File: config.mk
export PLATFORM = sky130hd
export DESIGN_NAME = regfile_rename_ckpt_flat
export DESIGN_NICKNAME = d
export VERILOG_FILES = /design/src/rtl/regfile_rename_ckpt_if.sv /design/src/rtl/regfile_rename_ckpt.sv /design/src/flat_wrapper.sv
export SDC_FILE = /design/constraint.sdc
export NUM_CORES = 2
export LEC_CHECK = 0
export BUFFER_PORTS_ARGS = -buffer_cell sky130_fd_sc_hd__clkbuf_2
export CAP_MARGIN = 20
export CORE_ASPECT_RATIO = 1.75
export CORE_MARGIN = 2
export CORE_UTILIZATION = 40
export CTS_CLUSTER_SIZE = 10
export DETAILED_ROUTE_END_ITERATION = 10
export GPL_TIMING_DRIVEN = 1
export PLACE_DENSITY = 0.65
export RECOVER_POWER = 25
export SYNTH_ARGS = -nofsm -noshare
export SYNTH_HDL_FRONTEND = slang
export SYNTH_SLANG_ARGS = --single-unit
File: constraint.sdc
create_clock -name clk_in -period 4.2 [get_ports clk_in]
set_input_delay 0.21 -clock clk_in [delete_from_list [all_inputs] [get_ports clk_in]]
set_output_delay 0.21 -clock clk_in [all_outputs]
set_load 0.05 [all_outputs]
File: src/rtl/regfile_rename_ckpt_if.sv
// Dispatcher / ROB facing bus of the rename register file: operand reads,
// destination rename, commit, checkpoint save/release/restore and flush.
interface regfile_rename_ckpt_if #(
    parameter int XLEN   = 32,
    parameter int NREG   = 32,
    parameter int ROB_W  = 4,
    parameter int RPORTS = 2,
    parameter int NCKPT  = 4
);
    localparam int REG_W = $clog2(NREG);
    localparam int CK_W  = $clog2(NCKPT);

    logic                    rdy_in;
    logic                    rename_en_in;
    logic [REG_W-1:0]        rename_rd_in;
    logic [ROB_W-1:0]        rename_tag_in;
    logic [RPORTS*REG_W-1:0] rd_addr_in;
    logic [RPORTS*XLEN-1:0]  rd_val_out;
    logic [RPORTS-1:0]       rd_busy_out;
    logic [RPORTS*ROB_W-1:0] rd_tag_out;
    logic                    commit_en_in;
    logic [REG_W-1:0]        commit_rd_in;
    logic [ROB_W-1:0]        commit_tag_in;
    logic [XLEN-1:0]         commit_val_in;
    logic                    ckpt_save_in;
    logic [CK_W-1:0]         ckpt_id_out;
    logic                    ckpt_full_out;
    logic                    ckpt_release_in;
    logic                    ckpt_restore_in;
    logic [CK_W-1:0]         ckpt_restore_id_in;
    logic                    flush_in;

    // Register file side
    modport slave (
        input  rdy_in, rename_en_in, rename_rd_in, rename_tag_in, rd_addr_in,
        input  commit_en_in, commit_rd_in, commit_tag_in, commit_val_in,
        input  ckpt_save_in, ckpt_release_in, ckpt_restore_in, ckpt_restore_id_in,
        input  flush_in,
        output rd_val_out, rd_busy_out, rd_tag_out, ckpt_id_out, ckpt_full_out
    );

    // Dispatcher / ROB side
    modport master (
        output rdy_in, rename_en_in, rename_rd_in, rename_tag_in, rd_addr_in,
        output commit_en_in, commit_rd_in, commit_tag_in, commit_val_in,
        output ckpt_save_in, ckpt_release_in, ckpt_restore_in, ckpt_restore_id_in,
        output flush_in,
        input  rd_val_out, rd_busy_out, rd_tag_out, ckpt_id_out, ckpt_full_out
    );
endinterface

File: src/rtl/regfile_rename_ckpt.sv
// Architectural register file with a rename (busy/tag) table and a ring of
// rename-map checkpoints. A mispredict restores the map of its checkpoint;
// a flush clears every pending producer.
module regfile_rename_ckpt #(
    parameter int XLEN   = 32,
    parameter int NREG   = 32,
    parameter int ROB_W  = 4,
    parameter int RPORTS = 2,
    parameter int NCKPT  = 4
) (
    input logic                  clk_in,
    input logic                  rst_in,
    regfile_rename_ckpt_if.slave bus
);
    localparam int REG_W = $clog2(NREG);
    localparam int CK_W  = $clog2(NCKPT);

    // Architectural state and live rename map
    logic [XLEN-1:0]  r_regs [NREG];
    logic [NREG-1:0]  r_busy;
    logic [ROB_W-1:0] r_tag  [NREG];

    // Checkpoint ring: busy/tag snapshots plus wrap-flagged pointers
    logic [NREG-1:0]  r_snap_busy [NCKPT];
    logic [ROB_W-1:0] r_snap_tag  [NCKPT][NREG];
    logic [CK_W:0]    r_head;
    logic [CK_W:0]    r_tail;

    logic [CK_W:0]    w_count;
    logic             w_full;
    logic             w_commit;
    logic             w_rename;
    logic             w_restore;
    logic             w_rename_ok;
    logic             w_save_ok;
    logic             w_release_ok;
    logic [CK_W-1:0]  w_restore_off;
    logic [NCKPT-1:0] w_snap_clr;
    logic [NREG-1:0]  w_busy_nxt;
    logic [ROB_W-1:0] w_tag_nxt [NREG];

    // Register 0 is hard-wired, so renames and commits to it are no-ops.
    assign w_count       = r_tail - r_head;
    assign w_full        = (w_count == (CK_W+1)'(NCKPT));
    assign w_commit      = bus.commit_en_in && (bus.commit_rd_in != '0);
    assign w_rename      = bus.rename_en_in && (bus.rename_rd_in != '0);
    assign w_restore     = bus.ckpt_restore_in && !bus.flush_in;
    assign w_rename_ok   = w_rename && !bus.flush_in && !w_restore;
    assign w_save_ok     = bus.ckpt_save_in && !w_full && !bus.flush_in && !w_restore;
    assign w_release_ok  = bus.ckpt_release_in && (w_count != '0) && !bus.flush_in;
    // Distance of the restored slot from the oldest checkpoint; the new tail
    // lands on that slot, freeing it and everything younger.
    assign w_restore_off = bus.ckpt_restore_id_in - r_head[CK_W-1:0];

    assign bus.ckpt_id_out   = r_tail[CK_W-1:0];
    assign bus.ckpt_full_out = w_full;

    // Next-state live map: base (live or restored), commit clear, rename, flush
    always_comb begin
        // NOTE: every always_comb output gets a default first so no path leaves it unassigned, which would infer a latch.
        w_busy_nxt = r_busy;
        for (int r = 0; r < NREG; r++) w_tag_nxt[r] = r_tag[r];
        if (w_restore) begin
            w_busy_nxt = r_snap_busy[bus.ckpt_restore_id_in];
            for (int r = 0; r < NREG; r++) w_tag_nxt[r] = r_snap_tag[bus.ckpt_restore_id_in][r];
        end
        if (w_commit && (w_tag_nxt[bus.commit_rd_in] == bus.commit_tag_in) &&
            !(w_rename_ok && (bus.rename_rd_in == bus.commit_rd_in)))
            w_busy_nxt[bus.commit_rd_in] = 1'b0;
        if (w_rename_ok) begin
            w_busy_nxt[bus.rename_rd_in] = 1'b1;
            w_tag_nxt[bus.rename_rd_in]  = bus.rename_tag_in;
        end
        if (bus.flush_in) w_busy_nxt = '0;
    end

    // Which live checkpoints see this cycle's commit as their producer
    always_comb begin
        w_snap_clr = '0;
        for (int s = 0; s < NCKPT; s++) begin
            if (w_commit &&
                ({1'b0, CK_W'(s) - r_head[CK_W-1:0]} < w_count) &&
                (r_snap_tag[s][bus.commit_rd_in] == bus.commit_tag_in))
                w_snap_clr[s] = 1'b1;
        end
    end

    // Combinational operand read with same-cycle rename/commit bypass
    always_comb begin
        bus.rd_val_out  = '0;
        bus.rd_busy_out = '0;
        bus.rd_tag_out  = '0;
        for (int p = 0; p < RPORTS; p++) begin
            logic [REG_W-1:0] w_addr;
            w_addr = bus.rd_addr_in[p*REG_W +: REG_W];
            if (w_commit && (bus.commit_rd_in == w_addr))
                bus.rd_val_out[p*XLEN +: XLEN] = bus.commit_val_in;
            else
                bus.rd_val_out[p*XLEN +: XLEN] = r_regs[w_addr];
            if (w_rename && (bus.rename_rd_in == w_addr)) begin
                bus.rd_busy_out[p]             = 1'b1;
                bus.rd_tag_out[p*ROB_W +: ROB_W] = bus.rename_tag_in;
            end else if (w_commit && (bus.commit_rd_in == w_addr) &&
                         (r_tag[w_addr] == bus.commit_tag_in)) begin
                bus.rd_busy_out[p]             = 1'b0;
                bus.rd_tag_out[p*ROB_W +: ROB_W] = r_tag[w_addr];
            end else begin
                bus.rd_busy_out[p]             = r_busy[w_addr];
                bus.rd_tag_out[p*ROB_W +: ROB_W] = r_tag[w_addr];
            end
        end
    end

    // Architectural values: commit writes even during a flush
    always_ff @(posedge clk_in or negedge rst_in) begin
        // NOTE: register arrays are reset explicitly because reads must return 0 straight out of reset.
        if (!rst_in) begin
            for (int r = 0; r < NREG; r++) r_regs[r] <= '0;
        end else if (bus.rdy_in && w_commit) begin
            // NOTE: sequential state uses <= so every register samples pre-edge values.
            r_regs[bus.commit_rd_in] <= bus.commit_val_in;
        end
    end

    // Live rename map
    always_ff @(posedge clk_in or negedge rst_in) begin
        if (!rst_in) begin
            r_busy <= '0;
            for (int r = 0; r < NREG; r++) r_tag[r] <= '0;
        end else if (bus.rdy_in) begin
            r_busy <= w_busy_nxt;
            for (int r = 0; r < NREG; r++) r_tag[r] <= w_tag_nxt[r];
        end
    end

    // Checkpoint snapshots: commit clears in live slots, save into the tail slot
    always_ff @(posedge clk_in or negedge rst_in) begin
        if (!rst_in) begin
            for (int s = 0; s < NCKPT; s++) begin
                r_snap_busy[s] <= '0;
                for (int r = 0; r < NREG; r++) r_snap_tag[s][r] <= '0;
            end
        end else if (bus.rdy_in && !bus.flush_in) begin
            for (int s = 0; s < NCKPT; s++) begin
                if (w_snap_clr[s]) r_snap_busy[s][bus.commit_rd_in] <= 1'b0;
            end
            if (w_save_ok) begin
                r_snap_busy[r_tail[CK_W-1:0]] <= w_busy_nxt;
                for (int r = 0; r < NREG; r++) r_snap_tag[r_tail[CK_W-1:0]][r] <= w_tag_nxt[r];
            end
        end
    end

    // Ring pointers
    always_ff @(posedge clk_in or negedge rst_in) begin
        if (!rst_in) begin
            r_head <= '0;
            r_tail <= '0;
        end else if (bus.rdy_in) begin
            if (bus.flush_in) begin
                r_head <= '0;
                r_tail <= '0;
            end else begin
                if (w_release_ok) r_head <= r_head + 1'b1;
                if (w_restore)    r_tail <= r_head + {1'b0, w_restore_off};
                else if (w_save_ok) r_tail <= r_tail + 1'b1;
            end
        end
    end
endmodule
File: src/flat_wrapper.sv
// flat-port wrapper written by rule: the top's interface ports become plain ports
module regfile_rename_ckpt_flat 
#(
    parameter int XLEN   = 32,
    parameter int NREG   = 32,
    parameter int ROB_W  = 4,
    parameter int RPORTS = 2,
    parameter int NCKPT  = 4
)
  (clk_in, rst_in, bus_rdy_in, bus_rename_en_in, bus_rename_rd_in, bus_rename_tag_in, bus_rd_addr_in, bus_commit_en_in, bus_commit_rd_in, bus_commit_tag_in, bus_commit_val_in, bus_ckpt_save_in, bus_ckpt_release_in, bus_ckpt_restore_in, bus_ckpt_restore_id_in, bus_flush_in, bus_rd_val_out, bus_rd_busy_out, bus_rd_tag_out, bus_ckpt_id_out, bus_ckpt_full_out);
  regfile_rename_ckpt_if #(.XLEN(XLEN), .NREG(NREG), .ROB_W(ROB_W), .RPORTS(RPORTS), .NCKPT(NCKPT)) bus_i ();
  input logic clk_in;
  input logic rst_in;
  input wire logic [$bits(bus_i.rdy_in)-1:0] bus_rdy_in;
  input wire logic [$bits(bus_i.rename_en_in)-1:0] bus_rename_en_in;
  input wire logic [$bits(bus_i.rename_rd_in)-1:0] bus_rename_rd_in;
  input wire logic [$bits(bus_i.rename_tag_in)-1:0] bus_rename_tag_in;
  input wire logic [$bits(bus_i.rd_addr_in)-1:0] bus_rd_addr_in;
  input wire logic [$bits(bus_i.commit_en_in)-1:0] bus_commit_en_in;
  input wire logic [$bits(bus_i.commit_rd_in)-1:0] bus_commit_rd_in;
  input wire logic [$bits(bus_i.commit_tag_in)-1:0] bus_commit_tag_in;
  input wire logic [$bits(bus_i.commit_val_in)-1:0] bus_commit_val_in;
  input wire logic [$bits(bus_i.ckpt_save_in)-1:0] bus_ckpt_save_in;
  input wire logic [$bits(bus_i.ckpt_release_in)-1:0] bus_ckpt_release_in;
  input wire logic [$bits(bus_i.ckpt_restore_in)-1:0] bus_ckpt_restore_in;
  input wire logic [$bits(bus_i.ckpt_restore_id_in)-1:0] bus_ckpt_restore_id_in;
  input wire logic [$bits(bus_i.flush_in)-1:0] bus_flush_in;
  output wire logic [$bits(bus_i.rd_val_out)-1:0] bus_rd_val_out;
  output wire logic [$bits(bus_i.rd_busy_out)-1:0] bus_rd_busy_out;
  output wire logic [$bits(bus_i.rd_tag_out)-1:0] bus_rd_tag_out;
  output wire logic [$bits(bus_i.ckpt_id_out)-1:0] bus_ckpt_id_out;
  output wire logic [$bits(bus_i.ckpt_full_out)-1:0] bus_ckpt_full_out;
  assign bus_i.rdy_in = bus_rdy_in;
  assign bus_i.rename_en_in = bus_rename_en_in;
  assign bus_i.rename_rd_in = bus_rename_rd_in;
  assign bus_i.rename_tag_in = bus_rename_tag_in;
  assign bus_i.rd_addr_in = bus_rd_addr_in;
  assign bus_i.commit_en_in = bus_commit_en_in;
  assign bus_i.commit_rd_in = bus_commit_rd_in;
  assign bus_i.commit_tag_in = bus_commit_tag_in;
  assign bus_i.commit_val_in = bus_commit_val_in;
  assign bus_i.ckpt_save_in = bus_ckpt_save_in;
  assign bus_i.ckpt_release_in = bus_ckpt_release_in;
  assign bus_i.ckpt_restore_in = bus_ckpt_restore_in;
  assign bus_i.ckpt_restore_id_in = bus_ckpt_restore_id_in;
  assign bus_i.flush_in = bus_flush_in;
  assign bus_rd_val_out = bus_i.rd_val_out;
  assign bus_rd_busy_out = bus_i.rd_busy_out;
  assign bus_rd_tag_out = bus_i.rd_tag_out;
  assign bus_ckpt_id_out = bus_i.ckpt_id_out;
  assign bus_ckpt_full_out = bus_i.ckpt_full_out;
  regfile_rename_ckpt #(.XLEN(XLEN), .NREG(NREG), .ROB_W(ROB_W), .RPORTS(RPORTS), .NCKPT(NCKPT)) u_core (.clk_in(clk_in), .rst_in(rst_in), .bus(bus_i));
endmodule
==> reports/results.ini <==
[floorplanning]
core_mm2=0.250
dieArea_mm2=0.255
die_w_um=383
start_util_pct=40.2
ios=148
dieHeight_um=667
rows=243

[finish]
final_core_util_pct=45.8
drive_above_1_share_pct=39.6
n_fill_cell=22300
final_nets=7942
fin_area_mm2=0.115
area_growth_syn_to_layout_pct=14.0

[pwr]
p_leak_uw=0.0485
irDropWorstVdd_uv=367
powerDensity_mw_per_mm2=403

[logic_synthesis]
synth_ff_type=dfrtp_1
yosysTopAreaCell=dfrtp_1
synth_top_cell_area_share_pct=45.6
synth_top_family_by_area=multiplexers
synth_common_cells=dfrtp_1 (1830), mux2_2 (1104), mux4_2 (1021)
synth_compound_area_share_pct=7.82
yosysWarnings=0
async_flop_share_pct=100
synth-seq-cells=1830
ys_seq_area_share_pct=45.6
syn_avg_cell_area_um2=13.0
ys_top_cells_by_area=dfrtp_1 (46%), mux4_2 (23%), mux2_2 (12%)
ys_types=68
synth-edff-count=0
syn_area_mm2=0.100
synthMuxAreaShare_pct=37.2
netlist_instances=7742
synthXorXnorAreaFrac_pct=0.427
synth.most_common_cell=dfrtp_1
synth_nets=7828
synth-simple-area-share_pct=5.47
synth_adder_area_share_pct=0.209

[sta]
finalCritPeriodShare_pct=101
slew_violations=68
worstMarginPinSlew_ns=3.12
hold_viol=0
fmax_mhz=235
setup_slack_ns=-0.0553
rsz0062_at_grt=yes
setup_viol=1
setup-tns-final_ns=-0.0553
whs_ns=0.0651
period_minus_slack_ns=4.26
clock_skew_ns=0.0629
slew_headroom_pct=-108

[drt]
wl_met3_mm=28.1
met1_length_mm=131
drc=0
vias=72900
wl_per_cell_um=34.7
wl_mm=388
first_iter_violations=8108
antenna_left=0
routed.top_layer=met5
wl_met2_mm=191
drt_pass1_iterations=6
via_per_inst=6.51

[clock_tree]
cts_buffer_depth=4
cts-root-buf=clkbuf_16
clk_latency_ns=0.89
path_clk_slew_ns=0.06
cts.sinks=1830
h-tree-depth=4
numCtsBuffers=211
cts_tree=done

[placed_design]
portBuffers=147
place_area_mm2=0.109
gp_congestion=1.06
hpwl_mm=261

[job]
cap_violations=1

[worst_setup_path]
cp_common_cell=mux4_2
crit_slowest_cell=or4b_4
path_max_fanout=4
cp-end-kind=output port
worstPathRequired_ns=3.99
crit_path_start_kind=flop
arrival_ns=4.05
slowest_delay_ns=0.52
path_class=reg -> out
path_cells=mux4_2 > mux4_2 > mux2_4 > and2_4 > or3_1 > or4b_4 > a21o_4 > buf_8

[global_route]
antenna_found_initial=24
grt_max_degree=187
grt_overflow_total=0
grt.total_usage_pct=30.4
grt_pass1_vias=76200
grt_pass1_wl_mm=560

[outcome]
violations=capacitance limit, slew limit, setup timing
status=complete, but fails checks

[min_path]
hold_path_class=in -> reg

-- critical path, delay by kind of cell (launching register included) --
family / cells / cell delay [ns]
AO/OA/AOI/OAI: 1 / 0.24
buffers and inverters: 1 / 0.15
flip-flops: 1 / 0.42
multiplexers: 3 / 1.34
AND/OR/NAND/NOR: 3 / 1.02
-- cells by family (layout without fill, tap and decap cells) --
family	Yosys count	after routing
multiplexers	2319	2319
adder cells (fa/ha/maj)	15	15
XOR/XNOR	49	49
AND/OR/NAND/NOR	1340	1340
buffers and inverters	812	948
flip-flops	1830	1830
AO/OA/AOI/OAI	1377	1377
other	0	10
-- power breakdown --
group	switching, uW	leakage (uW)	internal (uW)
registers	1340	0.0248	19400
clock network	7230	0.00271	9010
logic	4670	0.0209	4460
total	13200	0.0485	32900
-- path summary, 6_finish.rpt --
path                                        from                     end  slack [ns]  depth (start not counted)
max                             u_core.r_tag[67]      bus_rd_busy_out[1]       -0.06                          8
min                        bus_commit_val_in[21]      u_core.r_regs[757]        0.07                          2
max reg2reg                u_core.r_snap_tag[73]  u_core.r_snap_busy[12]        0.11                         12
min reg2reg                   u_core.r_regs[994]      u_core.r_regs[994]        0.40                          0
max in group asynchronous                 rst_in  u_core.r_snap_tag[418]        0.40                          4
min in group asynchronous                 rst_in      u_core.r_regs[532]        1.45                          3
-- cells in the final DEF (no fill, tap or decap), drive strengths merged, types with 32 or more instances in the layout --
cell type / instances
nand3: 53
xnor2: 32
o22ai: 37
nor2: 144
dfrtp: 1830
a22oi: 75
nand2: 1013
clkbuf: 324
a31oi: 132
o211ai: 40
mux2i: 194
a21oi: 42
o21ai: 908
mux2: 1104
mux4: 1021
buf: 586
-- state kept, by name, summed over array words and instances, names as in the netlist --
register	flops
u_core.r_busy	32
u_core.r_head	3
u_core.r_regs	1024
u_core.r_snap_busy	128
u_core.r_snap_tag	512
u_core.r_tag	128
u_core.r_tail	3
-- layout make-up --
class / count / area [um2] / share of cell area [%]
Sequential cell: 1830 / 45800 / 40.0
Tap cell: 3307 / 4140 / 3.61
Timing Repair Buffer: 691 / 7210 / 6.30
Clock buffer: 227 / 5410 / 4.73
Multi-Input combinational cell: 5100 / 51700 / 45.2
Antenna cell: 10 / 25.0 / 0.0219
Clock inverter: 8 / 106 / 0.0929
Inverter: 22 / 90.1 / 0.0787
-- layer usage --
layer | GRT usage, % | up-vias
met5 | 0 | -
li1 | - | 29300
met3 | 5.97 | 1416
met4 | 24.0 | 8
met2 | 51.0 | 3805
met1 | 33.8 | 38300
-- repair_timing --
| item | in CTS | in global routing |
|---|---|---|
| endpoints found under the setup margin | 5 | 149 |
| pin swaps | 4 | 1 |
| setup buffers | 17 | 0 |
| gates resized for setup | 11 | 8 |
| endpoints found under the hold margin | 501 | 0 |
| hold buffers | 8 | 0 |
-- metrics by stage --
step           setup slack [ns]  instances  total power [uW]
6_report                -0.0553      11200             46100
3_5_place_dp            -0.0398      10900             30000
3_3_place_gp             -0.132      10900             29600
2_1_floorplan            0.0393       7742             26400
5_1_grt                  -0.111      11200             47700
4_1_cts                 -0.0511      11200             46300
(Power assumes the default switching activity.)
